$ cat src/rtl/controller_pkg.sv
// Shared encodings for the instruction-sequencing controller: states, opcodes,
// ALU and write-source codes, and the control-strobe bundle.
package controller_pkg;

    typedef enum logic [3:0] {
        S_IDLE    = 4'd0,
        S_FETCH   = 4'd1,
        S_DECODE  = 4'd2,
        S_EXEC_M  = 4'd3,
        S_EXEC_L  = 4'd4,
        S_EXEC_A1 = 4'd5,
        S_EXEC_A2 = 4'd6,
        S_EXEC_A3 = 4'd7,
        S_EXEC_J  = 4'd8,
        S_HALT    = 4'd9,
        S_ERROR   = 4'd15
    } state_t;

    localparam logic [2:0] OP_MOVE = 3'b000;
    localparam logic [2:0] OP_LOAD = 3'b001;
    localparam logic [2:0] OP_ADD  = 3'b010;
    localparam logic [2:0] OP_XOR  = 3'b011;
    localparam logic [2:0] OP_SUB  = 3'b100;
    localparam logic [2:0] OP_JNZ  = 3'b101;
    localparam logic [2:0] OP_HALT = 3'b110;

    localparam logic [1:0] ALU_ADD = 2'd0;
    localparam logic [1:0] ALU_XOR = 2'd1;
    localparam logic [1:0] ALU_SUB = 2'd2;

    localparam logic [1:0] WSEL_RY  = 2'd0;
    localparam logic [1:0] WSEL_MEM = 2'd1;
    localparam logic [1:0] WSEL_G   = 2'd2;

    // Width of the ALU settle counter; holds ALU_CYCLES-1 for 1..15 cycles.
    localparam int CW = 4;

    typedef struct packed {
        logic       fetch_req;
        logic       rf_wr;
        logic [1:0] rf_wsel;
        logic       a_load;
        logic       g_load;
        logic [1:0] alu_op;
        logic       pc_inc;
        logic       pc_load;
        logic       halted;
        logic       error;
    } ctrl_t;

endpackage

$ cat src/rtl/controller_decode.sv
// Combinational next-state and strobe decode for the controller; holds no state.
module controller_decode
    import controller_pkg::*;
#(
    parameter int OPW = 3
) (
    input  state_t           i_state,
    input  logic [OPW-1:0]   i_opcode,
    input  logic             i_run,
    input  logic             i_fetch_valid,
    input  logic             i_rx_zero,
    input  logic [CW-1:0]    i_cnt,
    output state_t           o_next_state,
    output ctrl_t            o_ctrl,
    output logic             o_ir_load,
    output logic             o_cnt_load,
    output logic             o_cnt_dec
);

    state_t w_done_state;

    // Every instruction ends the same way: keep going if Run, else park in IDLE.
    assign w_done_state = i_run ? S_FETCH : S_IDLE;

    always_comb begin
        o_next_state = i_state;
        o_ir_load    = 1'b0;
        o_cnt_load   = 1'b0;
        o_cnt_dec    = 1'b0;
        case (i_state)
            S_IDLE: begin
                if (i_run) o_next_state = S_FETCH;
            end
            S_FETCH: begin
                if (i_fetch_valid) begin
                    o_ir_load    = 1'b1;
                    o_next_state = S_DECODE;
                end
            end
            S_DECODE: begin
                case (i_opcode)
                    OPW'(OP_MOVE): o_next_state = S_EXEC_M;
                    OPW'(OP_LOAD): o_next_state = S_EXEC_L;
                    OPW'(OP_ADD),
                    OPW'(OP_XOR),
                    OPW'(OP_SUB): begin
                        o_next_state = S_EXEC_A1;
                        o_cnt_load   = 1'b1;
                    end
                    OPW'(OP_JNZ):  o_next_state = S_EXEC_J;
                    OPW'(OP_HALT): o_next_state = S_HALT;
                    default:       o_next_state = S_ERROR;
                endcase
            end
            S_EXEC_M:  o_next_state = w_done_state;
            S_EXEC_L: begin
                if (i_fetch_valid) o_next_state = w_done_state;
            end
            S_EXEC_A1: o_next_state = S_EXEC_A2;
            S_EXEC_A2: begin
                if (i_cnt != '0) o_cnt_dec = 1'b1;
                else             o_next_state = S_EXEC_A3;
            end
            S_EXEC_A3: o_next_state = w_done_state;
            S_EXEC_J:  o_next_state = w_done_state;
            S_HALT: begin
                if (!i_run) o_next_state = S_IDLE;
            end
            S_ERROR:   o_next_state = S_ERROR;
            default:   o_next_state = S_ERROR;
        endcase
    end

    always_comb begin
        o_ctrl = '0;
        case (i_state)
            S_FETCH: begin
                o_ctrl.fetch_req = 1'b1;
                o_ctrl.pc_inc    = i_fetch_valid;
            end
            S_EXEC_L: begin
                o_ctrl.fetch_req = 1'b1;
                if (i_fetch_valid) begin
                    o_ctrl.rf_wr   = 1'b1;
                    o_ctrl.rf_wsel = WSEL_MEM;
                    o_ctrl.pc_inc  = 1'b1;
                end
            end
            S_EXEC_M: begin
                o_ctrl.rf_wr   = 1'b1;
                o_ctrl.rf_wsel = WSEL_RY;
            end
            S_EXEC_A1: o_ctrl.a_load = 1'b1;
            S_EXEC_A2: begin
                o_ctrl.g_load = 1'b1;
                case (i_opcode)
                    OPW'(OP_XOR): o_ctrl.alu_op = ALU_XOR;
                    OPW'(OP_SUB): o_ctrl.alu_op = ALU_SUB;
                    default:      o_ctrl.alu_op = ALU_ADD;
                endcase
            end
            S_EXEC_A3: begin
                o_ctrl.rf_wr   = 1'b1;
                o_ctrl.rf_wsel = WSEL_G;
            end
            S_EXEC_J:  o_ctrl.pc_load = ~i_rx_zero;
            S_HALT:    o_ctrl.halted  = 1'b1;
            S_ERROR:   o_ctrl.error   = 1'b1;
            default:   o_ctrl = '0;
        endcase
    end

endmodule

$ cat src/rtl/controller_fsm.sv
// Instruction-sequencing controller: owns the state, instruction and ALU settle
// counter registers and drives the datapath strobes from the decode block.
module controller_fsm
    import controller_pkg::*;
#(
    parameter  int OPW        = 3,
    parameter  int RW         = 3,
    parameter  int ALU_CYCLES = 1,
    localparam int IW         = OPW + 2 * RW
) (
    input  logic          i_clk,
    input  logic          i_rst,
    input  logic          i_run,
    output logic          o_fetch_req,
    input  logic          i_fetch_valid,
    input  logic [IW-1:0] i_mem_data,
    input  logic          i_rx_zero,
    output logic          o_rf_wr,
    output logic [1:0]    o_rf_wsel,
    output logic [RW-1:0] o_rx_sel,
    output logic [RW-1:0] o_ry_sel,
    output logic          o_a_load,
    output logic          o_g_load,
    output logic [1:0]    o_alu_op,
    output logic          o_pc_inc,
    output logic          o_pc_load,
    output logic          o_halted,
    output logic          o_error,
    output logic [3:0]    o_state
);

    state_t        r_state;
    logic [IW-1:0] r_ir;
    logic [CW-1:0] r_cnt;

    state_t        w_next_state;
    ctrl_t         w_ctrl;
    logic          w_ir_load;
    logic          w_cnt_load;
    logic          w_cnt_dec;

    always_ff @(posedge i_clk) begin
        if (i_rst) begin
            r_state <= S_IDLE;
            r_ir    <= '0;
            r_cnt   <= '0;
        end else begin
            r_state <= w_next_state;
            if (w_ir_load) r_ir <= i_mem_data;
            // Loaded with ALU_CYCLES-1 so EXEC_A2 lasts exactly ALU_CYCLES cycles.
            if (w_cnt_load)     r_cnt <= CW'(ALU_CYCLES - 1);
            else if (w_cnt_dec) r_cnt <= r_cnt - 1'b1;
        end
    end

    controller_decode #(
        .OPW (OPW)
    ) u_decode (
        .i_state       (r_state),
        .i_opcode      (r_ir[IW-1:IW-OPW]),
        .i_run         (i_run),
        .i_fetch_valid (i_fetch_valid),
        .i_rx_zero     (i_rx_zero),
        .i_cnt         (r_cnt),
        .o_next_state  (w_next_state),
        .o_ctrl        (w_ctrl),
        .o_ir_load     (w_ir_load),
        .o_cnt_load    (w_cnt_load),
        .o_cnt_dec     (w_cnt_dec)
    );

    assign o_fetch_req = w_ctrl.fetch_req;
    assign o_rf_wr     = w_ctrl.rf_wr;
    assign o_rf_wsel   = w_ctrl.rf_wsel;
    assign o_a_load    = w_ctrl.a_load;
    assign o_g_load    = w_ctrl.g_load;
    assign o_alu_op    = w_ctrl.alu_op;
    assign o_pc_inc    = w_ctrl.pc_inc;
    assign o_pc_load   = w_ctrl.pc_load;
    assign o_halted    = w_ctrl.halted;
    assign o_error     = w_ctrl.error;
    assign o_rx_sel    = r_ir[2*RW-1:RW];
    assign o_ry_sel    = r_ir[RW-1:0];
    assign o_state     = r_state;

endmodule

$ cat config.mk
export PLATFORM = sky130hd
export DESIGN_NAME = controller_fsm
export DESIGN_NICKNAME = d
export VERILOG_FILES = /design/src/rtl/controller_pkg.sv /design/src/rtl/controller_decode.sv /design/src/rtl/controller_fsm.sv
export SDC_FILE = /design/constraint.sdc
export NUM_CORES = 1
export LEC_CHECK = 0
export BUFFER_PORTS_ARGS = -buffer_cell sky130_fd_sc_hd__buf_2
export CAP_MARGIN = 10
export CORE_MARGIN = 2
export CORE_UTILIZATION = 49
export CTS_CLUSTER_SIZE = 8
export DETAILED_ROUTE_END_ITERATION = 10
export GPL_TIMING_DRIVEN = 0
export PLACE_DENSITY = 0.85
export SLEW_MARGIN = 30
export SYNTH_ARGS = -nofsm -noshare
export SYNTH_HDL_FRONTEND = slang
export SYNTH_SLANG_ARGS = --single-unit
$ cat constraint.sdc
create_clock -name i_clk -period 1.7 [get_ports i_clk]
set_clock_uncertainty 0.05 [all_clocks]
set_input_delay 0.17 -clock i_clk [delete_from_list [all_inputs] [get_ports i_clk]]
set_output_delay 0.17 -clock i_clk [all_outputs]
set_load 0.01 [all_outputs]
==> Yosys cells after proc, flatten, opt, wreduce, memory -nomap -nowiden <==
Index checks and enable logic that the tools add are counted.
{ "op_classes": {"n_addsub": 1, "eq_ne": 21, "muxes": 24, "bitwise": 1, "n_reduce_logical": 8} }
{ "ops": {"columns": ["operator", "count"], "rows": [
  ["one-hot mux 4 bit (8 select lines)", 1],
  ["two-way mux 4 bit", 5],
  ["one-hot mux 4 bit (5 select lines)", 1],
  ["== test 4 x 3 -> 1 bit (second input constant)", 4],
  ["== test 4 bit (second input constant)", 3],
  ["two-way mux 1 bit", 12],
  ["inequality test 2 bit (second input constant)", 5],
  ["== test 3 bit (second input constant)", 3],
  ["one-hot mux 3 bit (3 select lines)", 1],
  ["== test 4 x 2 -> 1 bit (second input constant)", 2],
  ["== test 3 x 2 -> 1 bit (second input constant)", 2],
  ["two-way mux 3 bit", 2],
  ["OR reduction 3 bit", 2],
  ["AND reduction 5 bit", 1],
  ["== test 4 x 1 -> 1 bit (second input constant)", 1],
  ["zero test 4 bit", 1],
  ["one-hot mux 2 bit (2 select lines)", 1],
  ["nonzero test 4 bit", 1],
  ["OR reduction 2 bit", 2],
  ["subtractor 4 x 1 -> 4 bit (second input constant)", 1],
  ["== test 3 x 1 -> 1 bit (second input constant)", 1],
  ["zero test 3 bit", 1],
  ["one-hot mux 1 bit (2 select lines)", 1],
  ["NOT 1 bit", 1]
]} }
{ "word_totals": {"ff_bits": 17, "inputBits": 14, "output_inout_bits": 22, "wordCells": 58} }

==> Logic depth before layout (Yosys ltp) <==
{ "logic_depth": {"depth_word": 5, "ltp_mapped": 6, "mapped_depth_nobuf": 6} }

==> By module <==
A second synthesis with hierarchy kept.
{ "unflattened": {"hier_cells": 126, "hier_area_um2": 1027.2} }
{ "modules_own_cells": {"columns": ["mod", "instances", "cells_per_inst", "area_per_inst_um2", "seq_area_each_um2"], "rows": [
  ["controller_fsm", 1, 62, 664.4, 340.3],
  ["controller_decode", 1, 64, 362.8, 0.0]
]} }

==> Worst setup path after synthesis <==
OpenSTA, ideal clock, no wires.
{ "synth_timing": {"path_kind": "register -> register", "startpoint": "register r_state[0] (netlist: o_state[0])", "endpoint": "register r_state[0] (netlist: o_state[0])", "setup_ps": 122, "arrival_time_ps": 1324, "required_ps": 1528, "path_slack_ps": 204, "path_stages_with_launch": 6, "path_buffers": 1, "synth_period_minus_slack_ps": 1496, "cell_sequence": "dfxtp_1 -> buf_6 -> xnor2_1 -> or4_4 -> a31o_1 -> o311a_1"} }
{ "synth_via": {"elab_chain_cells": 3, "elab_cells_between_ends": 18, "cone_classes": "eq/ne: 14; mux: 1; reduce/logical: 3"} }
{ "synth_rtl": {"columns": ["item", "line", "text"], "rows": [
  ["start: declaration", "controller_fsm.sv:32", "state_t r_state;"],
  ["start signal: assignment", "controller_fsm.sv:48", "r_state <= w_next_state;"],
  ["== test 4 bit, or another cell as far along", "controller_decode.sv:30", "case (i_state)"],
  ["OR reduction 3 bit (no source line) / inequality test 2 bit (equally long branches)", null, null],
  ["one-hot mux 4 bit (8 select lines) / AND reduction 5 bit (equally long branches)", null, null]
]} }
Parallel ways exist; a longest one is shown, timed or not.
A chain may end at the register's enable or synchronous reset.

==> Worst setup path after layout <==
{ "layout_timing": {"startpoint": "register r_state[2] (netlist: o_state[2])", "endpoint": "output port o_pc_inc"} }
{ "layout_via": {"elab_chain_cells": 2, "elab_cells_between_ends": 3, "cone_classes": "eq/ne: 2; mux: 1"} }
{ "layout_rtl": {"columns": ["item", "line", "text"], "rows": [
  ["== test 4 x 3 -> 1 bit / == test 4 x 1 -> 1 bit (equally long branches)", "controller_decode.sv:76", "case (i_state)"],
  ["one-hot mux 1 bit (2 select lines) (*)", "controller_decode.sv:76", null],
  ["end: declaration", "controller_fsm.sv:25", "output logic o_pc_inc,"]
]} }
Every way passes the cells marked *; elsewhere a longest branch is shown, timed or not.

==> impl_metrics.toml <==
[run_status]
outcome = "complete, no violations"

[worst_setup_path]
end_kind = "output pin"
crit_fanout = 10
path_buf_inv = 3
critPathKind = "reg2out"
start_kind = "flop"
worstPathArrival_ps = 1420
path_cells = "buf_4, nor2_2, nand4b_1, buf_6, o21ai_1, buf_2"
crit_slowest_cell = "dfxtp_2"
max_stage_delay_ps = 360
worstPathRequired_ps = 1480
rrSetupSlack_ps = 130
critical_path.top_delay_family = "buffers and inverters"

[clock_tree]
tritoncts = "built"
cts.sinks = 17
ctsRootBufferMaster = "clkbuf_4"
cts_buffer_depth = 2
htreeDepth = 1
cts.reportedPaths.clkPinSlew_ps = 110
ctsHoldBuffers = 0
clock_latency_ps = 300
cts_buffers = 3

[pwr]
p_leak_nw = 0.7052
internal_power_mw = 1.067
power-per-cell-area_nw_per_um2 = 1344
clock_power_share = 0.126
seq_power_share = 0.310
vdd_drop_max_uv = 958.6
switchingPower_uw = 778.3
combPwrFrac = 0.564
p_sw_frac = 0.4219

[timing]
rsz0062_at_grt = "true"
slew_headroom = 0.6964
hold_violations = 0
final.setup.tns_ps = 0
fin_crit_ps = 1640
fin_crit_sh = 0.9646
setup_viol_count_final = 0
max_freq_mhz = 609.8
slew_violations = 0
worst_slew_pin_slew_ps = 450.6

[route]
viasPerCell = 5.527
drc_errors = 0
drt_iter0_drc = 28
drt-pass1-iter-count = 4
wire_per_inst_um = 13.32
vias = 1133
postRouteAntennaNets = 0
routed_wl_um = 2730

[global_routing]
track_usage = 0.2345
antenna_found_initial = 0
overflow = 0
grt_max_degree = 11
grt_pass1_vias = 1060
grt_pass1_wl_um = 4554

[die]
chipWidth_um = 50.67
start_util = 0.5331
dieArea_um2 = 2567
core_region_area_um2 = 2002
io_pins = 36
die_height_um = 50.67
rows = 16

[logic_synthesis]
yosysWarnings = 0
ys_types = 37
synth_seq_cells = 17
netlist_area_um2 = 1067
syn_nets = 151
syn_inst = 136
seq_area_frac_synth = 0.3189
syn_avg_cell_area_um2 = 7.848

[place]
dp_hpwl_um = 1974
portBuffers = 34
place_congestion = 0.8830

[cells_and_area]
drive_gt1_frac = 0.3708
fin_nets = 194
diodes = 0
layout-area-overhead-vs-synth_pct = 28.61
final_util = 0.6856

[job]
drv_cap = 0

[hold_path]
hp-class = "in2reg"
-- worst paths after layout --
path,startpoint,to,cells after the start
max reg2reg,o_state[3],o_state[0],4
min reg2reg,r_ir[1],r_ir[1],2
min,i_mem_data[3],r_ir[3],3
max,o_state[2],o_pc_inc,6
-- state kept, by name (all words and copies together), names as in the netlist --
register,cells
o_state,4
r_cnt,4
r_ir,9
-- power groups by stage --
stage	sequential, mW	combinational [mW]	clock (mW)
after global routing	0.587	1.14	0.246
final	0.572	1.04	0.232
after global placement	0.533	0.954	0
after CTS	0.537	1.02	0.230
after floorplan	0.544	0.714	0
after detailed placement	0.539	0.978	0
-- cells in the mapped netlist --
cell,count,area share
nand3_1,7,0.033
or4_1,1,0.0070
o221a_2,1,0.011
a22oi_1,1,0.0070
inv_1,5,0.018
buf_2,5,0.023
a21oi_1,7,0.033
a211oi_1,1,0.0070
o311a_1,2,0.019
o21ai_1,1,0.0047
mux2i_1,10,0.094
a31oi_1,1,0.0059
nor2b_1,2,0.012
o21ai_0,3,0.014
nand4b_1,1,0.0082
or3_1,2,0.012
buf_4,7,0.049
buf_6,1,0.011
a31o_1,1,0.0082
and3_1,4,0.023
nand2b_1,3,0.018
nor2_1,21,0.074
a21o_1,1,0.0070
nor3b_1,2,0.014
or3b_2,1,0.0082
nor4bb_1,1,0.0094
xnor2_1,2,0.016
dfxtp_1,17,0.32
a311oi_1,1,0.0082
clkbuf_1,4,0.014
or4_4,1,0.011
nand3b_1,2,0.014
nor3_1,4,0.019
nand2_1,8,0.028
o22ai_1,1,0.0059
ha_1,1,0.012
xor2_1,3,0.025
-- through the flow --
stage / instance area, um^2 / total power, mW / setup slack [ps] / instances / hold slack [ps]
floorplan: 1067 / 1.258 / 204.2 / 136 / 263.9
global placement: 1271 / 1.487 / 127.5 / 197 / 351.1
detailed placement: 1271 / 1.517 / 85.12 / 197 / 363.7
CTS: 1324 / 1.788 / -37.86 / 202 / 46.80
global route: 1373 / 1.978 / -24.15 / 205 / 42.11
finish: 1373 / 1.845 / 60.18 / 205 / 46.37
-- metal layers --
metal	global-route usage	part of all wire
met5	0	0
met4	0.1171	0.013
met3	0.04762	0.060
met2	0.3969	0.51
met1	0.2801	0.42
-- tightest hold or removal path: stages --
cell	delay (ps)
buf_2	70
mux2i_1	50
nor2_1	70
-- layout make-up --
| class | instances | area (um^2) |
|---|---|---|
| timing repair buffer | 40 | 219.0 |
| fill | 183 | 629.4 |
| inverter | 5 | 18.77 |
| buffer | 15 | 103.9 |
| tap | 27 | 33.78 |
| sequential | 17 | 352.8 |
| clock buffer | 3 | 22.52 |
| multi-input combinational | 97 | 616.8 |
| clock inverter | 1 | 5.005 |
-- what timing repair did --
action                     in CTS  in global routing
setup buffers                   1                  5
resized for setup               8                 11
pin swaps                       1                  1
setup endpoints to repair       7                 11
-- kinds of logic (layout without fill, tap and decap cells) --
kind of cell | Yosys count | after routing | share of synthesized area
AND/OR/NAND/NOR | 60 | 60 | 0.2896
buffers and inverters | 22 | 64 | 0.1149
AO/OA/AOI/OAI | 21 | 21 | 0.1301
flip-flops | 17 | 17 | 0.3189
multiplexers | 10 | 10 | 0.09379
XOR/XNOR | 5 | 5 | 0.04104
adder cells (fa/ha/maj) | 1 | 1 | 0.01172
-- layout by cell type, fill, tap and decap left out, types with 3 or more instances in the layout --
cell type and count:
and3_1 3, buf_6 3, buf_2 34, nand2_1 8, buf_4 13, clkbuf_1 3
xor2_1 3, dfxtp_1 13, mux2i_1 10, nor3_1 4, nand2b_1 3, nand3_1 7
inv_1 5, dfxtp_4 3, nor2_1 19, a21oi_1 7, clkbuf_4 3
Note: power is estimated with default switching activity, not from simulation.
